### src/rtl/reg_wb_if.sv
// reg_wb_if: request and multi-beat data handshakes into the writeback sequencer.
// master drives req_*/mem_* payload and valids; slave returns req_ready/mem_ready.
interface reg_wb_if #(
    parameter int ADDR_WIDTH = 4
);
    logic                       req_valid;
    logic                       req_ready;
    logic [1:0]                 req_kind;
    logic [ADDR_WIDTH-1:0]      req_addr;
    logic [(1<<ADDR_WIDTH)-1:0] req_list;
    logic [31:0]                req_data;
    logic                       mem_valid;
    logic                       mem_ready;
    logic [31:0]                mem_data;

    modport master (
        output req_valid, req_kind, req_addr, req_list, req_data,
        output mem_valid, mem_data,
        input  req_ready, mem_ready
    );

    modport slave (
        input  req_valid, req_kind, req_addr, req_list, req_data,
        input  mem_valid, mem_data,
        output req_ready, mem_ready
    );
endinterface

### src/rtl/reg_wb.sv
// reg_wb: register-file writeback sequencer (word, byte, load-multiple, PC redirect).
// Ports: clk, reset (async active-low), bus (reg_wb_if.slave), we/wa/wd, ib/bv, err, busy.
module reg_wb #(
    parameter int ADDR_WIDTH = 4,
    parameter int PC_ADDR    = 15
) (
    input  logic                  clk,
    input  logic                  reset,
    reg_wb_if.slave               bus,
    output logic                  we,
    output logic [ADDR_WIDTH-1:0] wa,
    output logic [31:0]           wd,
    output logic                  ib,
    output logic [31:0]           bv,
    output logic                  err,
    output logic                  busy
);
    localparam int LW = 1 << ADDR_WIDTH;
    localparam logic [ADDR_WIDTH-1:0] PC = ADDR_WIDTH'(PC_ADDR);

    typedef enum logic {
        IDLE  = 1'b0,
        BURST = 1'b1
    } state_t;

    state_t                r_state;
    state_t                w_state_nxt;
    logic [LW-1:0]         r_pend;
    logic [LW-1:0]         w_pend_nxt;
    logic [ADDR_WIDTH-1:0] w_low;
    logic                  w_wr;
    logic [ADDR_WIDTH-1:0] w_addr;
    logic [31:0]           w_data;
    logic                  w_err;
    logic                  w_pc;

    logic                  r_we;
    logic [ADDR_WIDTH-1:0] r_wa;
    logic [31:0]           r_wd;
    logic                  r_ib;
    logic [31:0]           r_bv;
    logic                  r_err;

    assign bus.req_ready = (r_state == IDLE);
    assign bus.mem_ready = (r_state == BURST);
    assign busy          = (r_state == BURST);

    assign we  = r_we;
    assign wa  = r_wa;
    assign wd  = r_wd;
    assign ib  = r_ib;
    assign bv  = r_bv;
    assign err = r_err;

    // Scanning downward leaves the lowest set bit of the pending mask.
    always_comb begin
        w_low = '0;
        for (int i = LW - 1; i >= 0; i--) begin
            if (r_pend[i]) w_low = ADDR_WIDTH'(i);
        end
    end

    always_comb begin
        w_state_nxt = r_state;
        w_pend_nxt  = r_pend;
        w_wr        = 1'b0;
        w_addr      = '0;
        w_data      = '0;
        w_err       = 1'b0;
        unique case (r_state)
            IDLE: begin
                if (bus.req_valid) begin
                    unique case (bus.req_kind)
                        2'b00: begin
                            w_wr   = 1'b1;
                            w_addr = bus.req_addr;
                            w_data = bus.req_data;
                        end
                        2'b01: begin
                            w_wr   = 1'b1;
                            w_addr = bus.req_addr;
                            w_data = {24'b0, bus.req_data[7:0]};
                        end
                        2'b10: begin
                            if (bus.req_list != '0) begin
                                w_pend_nxt  = bus.req_list;
                                w_state_nxt = BURST;
                            end
                        end
                        default: w_err = 1'b1;
                    endcase
                end
            end
            BURST: begin
                if (bus.mem_valid) begin
                    w_wr       = 1'b1;
                    w_addr     = w_low;
                    w_data     = bus.mem_data;
                    // Clear the lowest set bit.
                    w_pend_nxt = r_pend & (r_pend - LW'(1));
                    if (w_pend_nxt == '0) w_state_nxt = IDLE;
                end
            end
            default: w_state_nxt = IDLE;
        endcase
    end

    assign w_pc = (w_addr == PC);

    always_ff @(posedge clk or negedge reset) begin
        if (!reset) begin
            r_state <= IDLE;
            r_pend  <= '0;
        end else begin
            r_state <= w_state_nxt;
            r_pend  <= w_pend_nxt;
        end
    end

    // PC-targeted writes go out on the branch path; wa/wd keep the last real write.
    always_ff @(posedge clk or negedge reset) begin
        if (!reset) begin
            r_we  <= 1'b0;
            r_wa  <= '0;
            r_wd  <= '0;
            r_ib  <= 1'b0;
            r_bv  <= '0;
            r_err <= 1'b0;
        end else begin
            r_we  <= w_wr & ~w_pc;
            r_ib  <= w_wr & w_pc;
            r_bv  <= (w_wr & w_pc) ? w_data : 32'h0;
            r_err <= w_err;
            if (w_wr & ~w_pc) begin
                r_wa <= w_addr;
                r_wd <= w_data;
            end
        end
    end
endmodule

### src/flat_wrapper.sv
// flat-port wrapper written by rule: the top's interface ports become plain ports
module reg_wb_flat 
#(
    parameter int ADDR_WIDTH = 4,
    parameter int PC_ADDR    = 15
)
  (clk, reset, we, wa, wd, ib, bv, err, busy, bus_req_valid, bus_req_kind, bus_req_addr, bus_req_list, bus_req_data, bus_mem_valid, bus_mem_data, bus_req_ready, bus_mem_ready);
  reg_wb_if #(.ADDR_WIDTH(ADDR_WIDTH)) bus_i ();
  input  logic clk;
  input  logic reset;
  output logic we;
  output logic [ADDR_WIDTH-1:0] wa;
  output logic [31:0] wd;
  output logic ib;
  output logic [31:0] bv;
  output logic err;
  output logic busy;
  input wire logic [$bits(bus_i.req_valid)-1:0] bus_req_valid;
  input wire logic [$bits(bus_i.req_kind)-1:0] bus_req_kind;
  input wire logic [$bits(bus_i.req_addr)-1:0] bus_req_addr;
  input wire logic [$bits(bus_i.req_list)-1:0] bus_req_list;
  input wire logic [$bits(bus_i.req_data)-1:0] bus_req_data;
  input wire logic [$bits(bus_i.mem_valid)-1:0] bus_mem_valid;
  input wire logic [$bits(bus_i.mem_data)-1:0] bus_mem_data;
  output wire logic [$bits(bus_i.req_ready)-1:0] bus_req_ready;
  output wire logic [$bits(bus_i.mem_ready)-1:0] bus_mem_ready;
  assign bus_i.req_valid = bus_req_valid;
  assign bus_i.req_kind = bus_req_kind;
  assign bus_i.req_addr = bus_req_addr;
  assign bus_i.req_list = bus_req_list;
  assign bus_i.req_data = bus_req_data;
  assign bus_i.mem_valid = bus_mem_valid;
  assign bus_i.mem_data = bus_mem_data;
  assign bus_req_ready = bus_i.req_ready;
  assign bus_mem_ready = bus_i.mem_ready;
  reg_wb #(.ADDR_WIDTH(ADDR_WIDTH), .PC_ADDR(PC_ADDR)) u_core (.clk(clk), .reset(reset), .bus(bus_i), .we(we), .wa(wa), .wd(wd), .ib(ib), .bv(bv), .err(err), .busy(busy));
endmodule
### config.mk
export PLATFORM = sky130hd
export DESIGN_NAME = reg_wb_flat
export DESIGN_NICKNAME = d
export VERILOG_FILES = /design/src/rtl/reg_wb_if.sv /design/src/rtl/reg_wb.sv /design/src/flat_wrapper.sv
export SDC_FILE = /design/constraint.sdc
export NUM_CORES = 1
export LEC_CHECK = 0
export BUFFER_PORTS_ARGS = -buffer_cell sky130_fd_sc_hd__buf_2
export CAP_MARGIN = 5
export CORE_UTILIZATION = 44
export DETAILED_ROUTE_END_ITERATION = 10
export GPL_TIMING_DRIVEN = 0
export HOLD_SLACK_MARGIN = 0.05
export PLACE_DENSITY = 0.84
export SETUP_SLACK_MARGIN = 0.15
export SYNTH_ARGS = -nofsm -noshare
export SYNTH_HDL_FRONTEND = slang
export SYNTH_SLANG_ARGS = --single-unit
### constraint.sdc
create_clock -name clk -period 2 [get_ports clk]
set_input_delay 0.1 -clock clk [delete_from_list [all_inputs] [get_ports clk]]
set_output_delay 0.1 -clock clk [all_outputs]
set_load 0.01 [all_outputs]
# Yosys cells after proc, flatten, opt, wreduce, memory -nomap -nowiden
# Index checks and enable logic that the tools add are counted.
[word_totals]
ff_bits = 88
output_inout_bits = 74
input_bits = 90
[classes]
n_eq_ne = 7
reduce_logical = 6
n_mux = 43
bitwise = 5
addsub = 1
[op_table]
columns = ["op", "n"]
rows = [
  ["case mux 32 bit (2 select lines)", 2],
  ["2-to-1 mux 32 bit", 3],
  ["2-to-1 mux 4 bit", 19],
  ["2-to-1 mux 16 bit", 4],
  ["case mux 16 bit (2 select lines)", 1],
  ["AND 16 bit", 1],
  ["zero test 16 bit", 1],
  ["nonzero test 16 bit", 1],
  ["subtractor 16 x 1 -> 16 bit (second input constant)", 1],
  ["2-to-1 mux 1 bit", 11],
  ["case mux 4 bit (2 select lines)", 1],
  ["equality test 4 bit (second input constant)", 1],
  ["!= test 2 x 1 -> 1 bit (second input constant)", 2],
  ["!= test 2 bit (second input constant)", 2],
  ["case mux 1 bit (2 select lines)", 2],
  ["AND reduction 4 bit", 1],
  ["OR reduction 3 bit", 1],
  ["AND 1 bit", 2],
  ["equality test 2 x 1 -> 1 bit (second input constant)", 1],
  ["equality test 2 bit (second input constant)", 1],
  ["zero test 2 bit", 1],
  ["inverter 1 bit", 2],
  ["OR reduction 2 bit", 1],
]

# Depth between registers and ports, before layout
[depth]
word_depth = 21
ltp_mapped = 11
depth_no_buf = 7

# Worst setup path after synthesis
# No wires, ideal clock.
[synth_path]
kind = "reg2reg"
startpoint = "reg u_core.r_state, in the netlist u_core.bus.mem_ready"
endpoint = "reg u_core.r_wd[31], in the netlist u_core.wd[31]"
setup_time_ps = 126
synth_period_minus_slack_ps = 2058
path_buffers = 4
path_stages_with_launch = 11
arrival_ps = 1933
path_slack_ps = -58
path_cell_list = "dfrtp_1 buf_2 and2_1 buf_2 nand4_1 o31a_1 a211o_1 buf_6 nand2_8 buf_6 o21ai_2"
[synth_between]
elab_chain_len = 5
elab_cells_between_ends = 7
cone_classes = "eq/ne (1); mux (3); bitwise (3)"
[synth_rtl]
columns = ["item", "line_no", "rtl"]
rows = [
  ["from (decl)", "reg_wb.sv:26", "state_t r_state;"],
  ["from (signal assigned)", "reg_wb.sv:115", "r_state <= w_state_nxt;"],
  ["inverter 1 bit", "reg_wb.sv:70", "unique case (r_state)"],
  ["case mux 4 bit (2 select lines)", "reg_wb.sv:70", ""],
  ["equality test 4 bit", "reg_wb.sv:108", "assign w_pc = (w_addr == PC);"],
  ["inverter 1 bit", "reg_wb.sv:134", "if (w_wr & ~w_pc) begin"],
  ["AND 1 bit", "reg_wb.sv:134", ""],
  ["to (signal assigned)", "reg_wb.sv:136", "r_wd <= w_data;"],
  ["to (decl)", "reg_wb.sv:39", "logic [31:0] r_wd;"],
]
# Several ways; a longest one is shown, not always the timed one.
# A chain may end at the register's enable or synchronous reset.

# Worst setup path after layout
[layout_path]
startpoint = "reg u_core.r_pend[6]"
endpoint = "reg u_core.r_state, in the netlist u_core.bus.mem_ready"
[layout_between]
elab_chain_len = 6
[layout_rtl]
columns = ["item", "line_no", "rtl"]
rows = [
  ["from (decl)", "reg_wb.sv:28", "logic [LW-1:0] r_pend;"],
  ["from (signal assigned)", "reg_wb.sv:116", "r_pend <= w_pend_nxt;"],
  ["subtractor 16 x 1 -> 16 bit", "reg_wb.sv:100", "w_pend_nxt = r_pend & (r_pend - LW'(1));"],
  ["AND 16 bit (*)", "reg_wb.sv:100", ""],
  ["zero test 16 bit (*)", "reg_wb.sv:101", "if (w_pend_nxt == '0) w_state_nxt = IDLE;"],
  ["2-to-1 mux 1 bit (*)", "reg_wb.sv:101", ""],
  ["2-to-1 mux 1 bit (*)", "reg_wb.sv:95", "if (bus.mem_valid) begin"],
  ["case mux 1 bit (2 select lines) (*)", "reg_wb.sv:70", ""],
  ["named net u_core.w_state_nxt", "reg_wb.sv:27", "state_t w_state_nxt;"],
]
# Mark *: on every way through the listed nets, which the timed path passes. The rest lies on a longest branch.

==> impl_metrics.toml <==
[sta]
min_period_ns = 2.253
tightest_slew_ns = 0.6119
fin_hold_ws_ns = 0.04975
fin_worst_skew_ns = 0.008987
achievable_frequency_mhz = 443.9
rsz0062_at_grt = "yes"
max_slew_margin = 0.5921
maxSlewViolCount = 0
min_period_over_period = 1.126
postLayoutSetupSlackWorst_ns = -0.2529
setup_violations = 70
final_hold_viol_count = 0

[synthesis]
largest_family_of_logic_cells_by_synthesized_area = "compound AO/OA/AOI/OAI gates"
synth-edff-count = 0
synth_fp_nets = 471
asyncSetResetFlopFracSynth = 1.000
synth_compound_area_frac = 0.2558
post_synth_and_or_nand_nor_area_fraction = 0.1392
ys_ff_latch = 88
syn_avg_cell_area_um2 = 10.59
total_standard_cell_area_after_synthesis_um2 = 4035
synth.distinct_cells = 51
yosys_warnings = 0
synth-xor-area-share = 0
seq_area_frac_synth = 0.5457
synthAdderAreaFrac = 0.004961
synth.mux.area_fraction = 0
number_of_standard_cells_after_synthesis = 381
ys_dominant_reg_cell = "dfrtp_1"

[min_path]
timing.hold.worst_path_depth = 3
worst_hold_startpoint = "bus_req_data[16]"
min_path_type = "in2reg"
worst_hold_end = "u_core.bv[16]$_DFF_PN0_"

[clock_tree]
clk_lat_worst_skew_ns = 0.36
ctsRootBufferMaster = "clkbuf_8"
cts_tree = "done"
cts.htree.levels = 3
cts_buf_count = 9
cts.clk_slew.worst_paths_ns = 0.09
clock_tree.buffer_depth = 2
cts_sinks = 88

[place]
gp_congestion = 0.9023
post_dp_cell_area_um2 = 5055
hpwlAfterDp_um = 8548
port_buffers = 163

[outcome]
violated_checks = "DRC, setup timing"
status = "finished with violations"

[final_layout]
layout.filler_cells = 628
antenna_cells_inserted = 0
fraction_of_final_layout_cells_with_drive_strength_greater_than_1 = 0.4472
mostFrequentLayoutCells = "165 x buf_2, 83 x dfrtp_1, 62 x dlygate4sd3_1, 43 x nor2_1, 33 x a22oi_1"
final_area_um2 = 6299
finalNetCount = 729
layout.cells.most_common = "buf_2"
areaGrowthSynthToFinish_pct = 56.09

[power]
p_switching_mw = 3.294
netSwitchingFraction = 0.4155
power.share.sequential = 0.344
power.share.clock = 0.146
worst_ir_drop_vdd_uv = 930.8
p_leak_nw = 3.037
internal_power_mw = 4.633
comb_power_share = 0.510
power_per_cell_area_nw_per_um2 = 1258

[floorplan]
die-area_um2 = 9558
floorplan.die.width_um = 97.77
effective_utilization_at_floorplan = 0.4582
coreArea_um2 = 8806
num_rows = 34
ioPinCount = 164
die-height_um = 97.77

[routing]
dr.pass1.iters = 8
detailroute.via_count = 4231
finalWirelength_um = 13560
routedWlPerCell_um = 18.03
drt_iter0_drc = 180
detail-route-antenna-nets = 0
drc = 32
detail_route.vias_per_cell = 5.626

[critical_path]
critPathKind = "reg2reg"
worst-endpoint-arrival_ns = 2.50
critical-path-max-stage-delay_ns = 0.38
rr_startpoint = "u_core.r_pend[6]$_DFFE_PN0P_"
cp.required_ns = 2.25
crit_slowest_cell = "dfrtp_1"
r2r_end = "u_core.bus.mem_ready$_DFF_PN0_"
minimum_setup_slack_among_reg_to_reg_paths_ns = -0.25
timing.critical_path.cells = "buf_6 -> nor4_4 -> buf_4 -> buf_6 -> nand3b_1 -> maj3_2 -> nand3b_1 -> nor4_2 -> nor2_1"
critPathLaunchType = "register"
crit_path_end_kind = "register"
worst_r2r_path_depth = 9
critical_path_peak_fanout = 4

[global_routing]
global_route_wire_length_before_repair_um = 20840
maximum_number_of_pins_on_one_net_before_global_route_repair = 51
global_route.overflow_total = 0
antenna_found_initial = 0
first_global_vias = 4264
gr-usage-all-layers = 0.2791

[flow_run]
cap_violations = 0
## cells in the mapped netlist, types with 3 or more instances
| cell | count | area share |
|---|---|---|
| a21oi_1 | 6 | 0.0074 |
| a22o_1 | 14 | 0.030 |
| a22oi_1 | 33 | 0.061 |
| buf_2 | 6 | 0.0074 |
| buf_6 | 8 | 0.022 |
| clkbuf_1 | 16 | 0.015 |
| dfrtp_1 | 88 | 0.55 |
| inv_1 | 5 | 0.0047 |
| nand2_1 | 20 | 0.019 |
| nand3_1 | 3 | 0.0037 |
| nand4_1 | 3 | 0.0047 |
| nor2_1 | 47 | 0.044 |
| nor2b_1 | 3 | 0.0047 |
| nor3_1 | 5 | 0.0062 |
| nor4_1 | 8 | 0.012 |
| o21ai_0 | 24 | 0.030 |
| o21ai_1 | 20 | 0.025 |
| o21ai_2 | 22 | 0.048 |
| o2bb2ai_1 | 8 | 0.017 |
| or2_2 | 5 | 0.0078 |
## critical path: cells and delay by family, from the launching register on
kind | cells | cell delay (ns)
flops | 1 | 0.38
simple gates | 5 | 1.00
fa+ha+maj | 1 | 0.35
buf+inv | 3 | 0.41
## worst max-delay path by stage
stage | startpoint | end | slack (ns) | depth (start not counted)
after detailed placement | u_core.r_pend[14]$_DFFE_PN0P_ | u_core.wd[2]$_DFFE_PN0P_ | -0.39 | 8
final | u_core.r_pend[6]$_DFFE_PN0P_ | u_core.bus.mem_ready$_DFF_PN0_ | -0.25 | 9
after global placement | u_core.r_pend[14]$_DFFE_PN0P_ | u_core.wd[6]$_DFFE_PN0P_ | -0.29 | 8
after CTS | u_core.r_pend[6]$_DFFE_PN0P_ | u_core.wd[27]$_DFFE_PN0P_ | -0.18 | 9
after global routing | u_core.r_pend[10]$_DFFE_PN0P_ | u_core.wd[13]$_DFFE_PN0P_ | -0.30 | 10
after floorplan | u_core.bus.mem_ready$_DFF_PN0_ | u_core.wd[31]$_DFFE_PN0P_ | -0.005 | 9
## registers in the layout (all words and copies together) (netlist names)
name	count
u_core.bv	32
u_core.ib	1
u_core.r_pend	16
u_core.bus.mem_ready	1
u_core.wa	4
u_core.err	1
u_core.we	1
u_core.wd	32
## power groups by stage
stage                     registers (mW)  logic [mW]  clock network [mW]
after floorplan                     2.77        1.95                   0
after global placement              2.64        3.03                   0
after detailed placement            2.67        3.13                   0
after CTS                           2.67        3.63                1.17
after global routing                2.77        4.35                1.24
final                               2.73        4.04                1.16
## stage by stage
stage | cells | setup WS (ns) | power, mW | util | TNS (ns)
2_1_floorplan | 381 | -0.005012 | 4.717 | - | -0.1087
3_3_place_gp | 652 | -0.2916 | 5.676 | 0.5706 | -15.43
3_5_place_dp | 653 | -0.3853 | 5.802 | 0.5740 | -21.61
4_1_cts | 743 | -0.1838 | 7.467 | 0.6914 | -9.280
5_1_grt | 752 | -0.2969 | 8.365 | 0.7153 | -16.29
6_report | 752 | -0.2529 | 7.926 | 0.7153 | -11.95
## repair_timing
action,in CTS,in global routing
resized for setup,30,38
gates cloned,2,1
hold buffers,62,0
endpoints found under the setup margin,81,81
pin swaps,4,8
endpoints found under the hold margin,81,0
setup buffers,10,8
## area by class of cell
class / instances / area [um^2] / share of cell area
tap: 108 / 135.1 / 0.02145
clock inverter: 5 / 40.04 / 0.006357
timing repair buffer: 247 / 1689 / 0.2682
inverter: 7 / 41.29 / 0.006555
clock buffer: 11 / 141.4 / 0.02245
multi-input combinational: 255 / 1789 / 0.2841
buffer: 31 / 254.0 / 0.04033
sequential: 88 / 2208 / 0.3506
## logic make-up (layout without fill, tap and decap cells)
group	Yosys count	after routing
buf+inv	38	301
flops	88	88
simple gates	108	108
compound gates	145	145
fa+ha+maj	2	2
## per-layer routing
metal,share of wire,vias up,track usage
met1,0.38,2049,0.3237
li1,-,1920,-
met5,0,-,0
met2,0.52,215,0.4921
met3,0.066,47,0.05225
met4,0.036,0,0.1469
(Power assumes the default switching activity.)
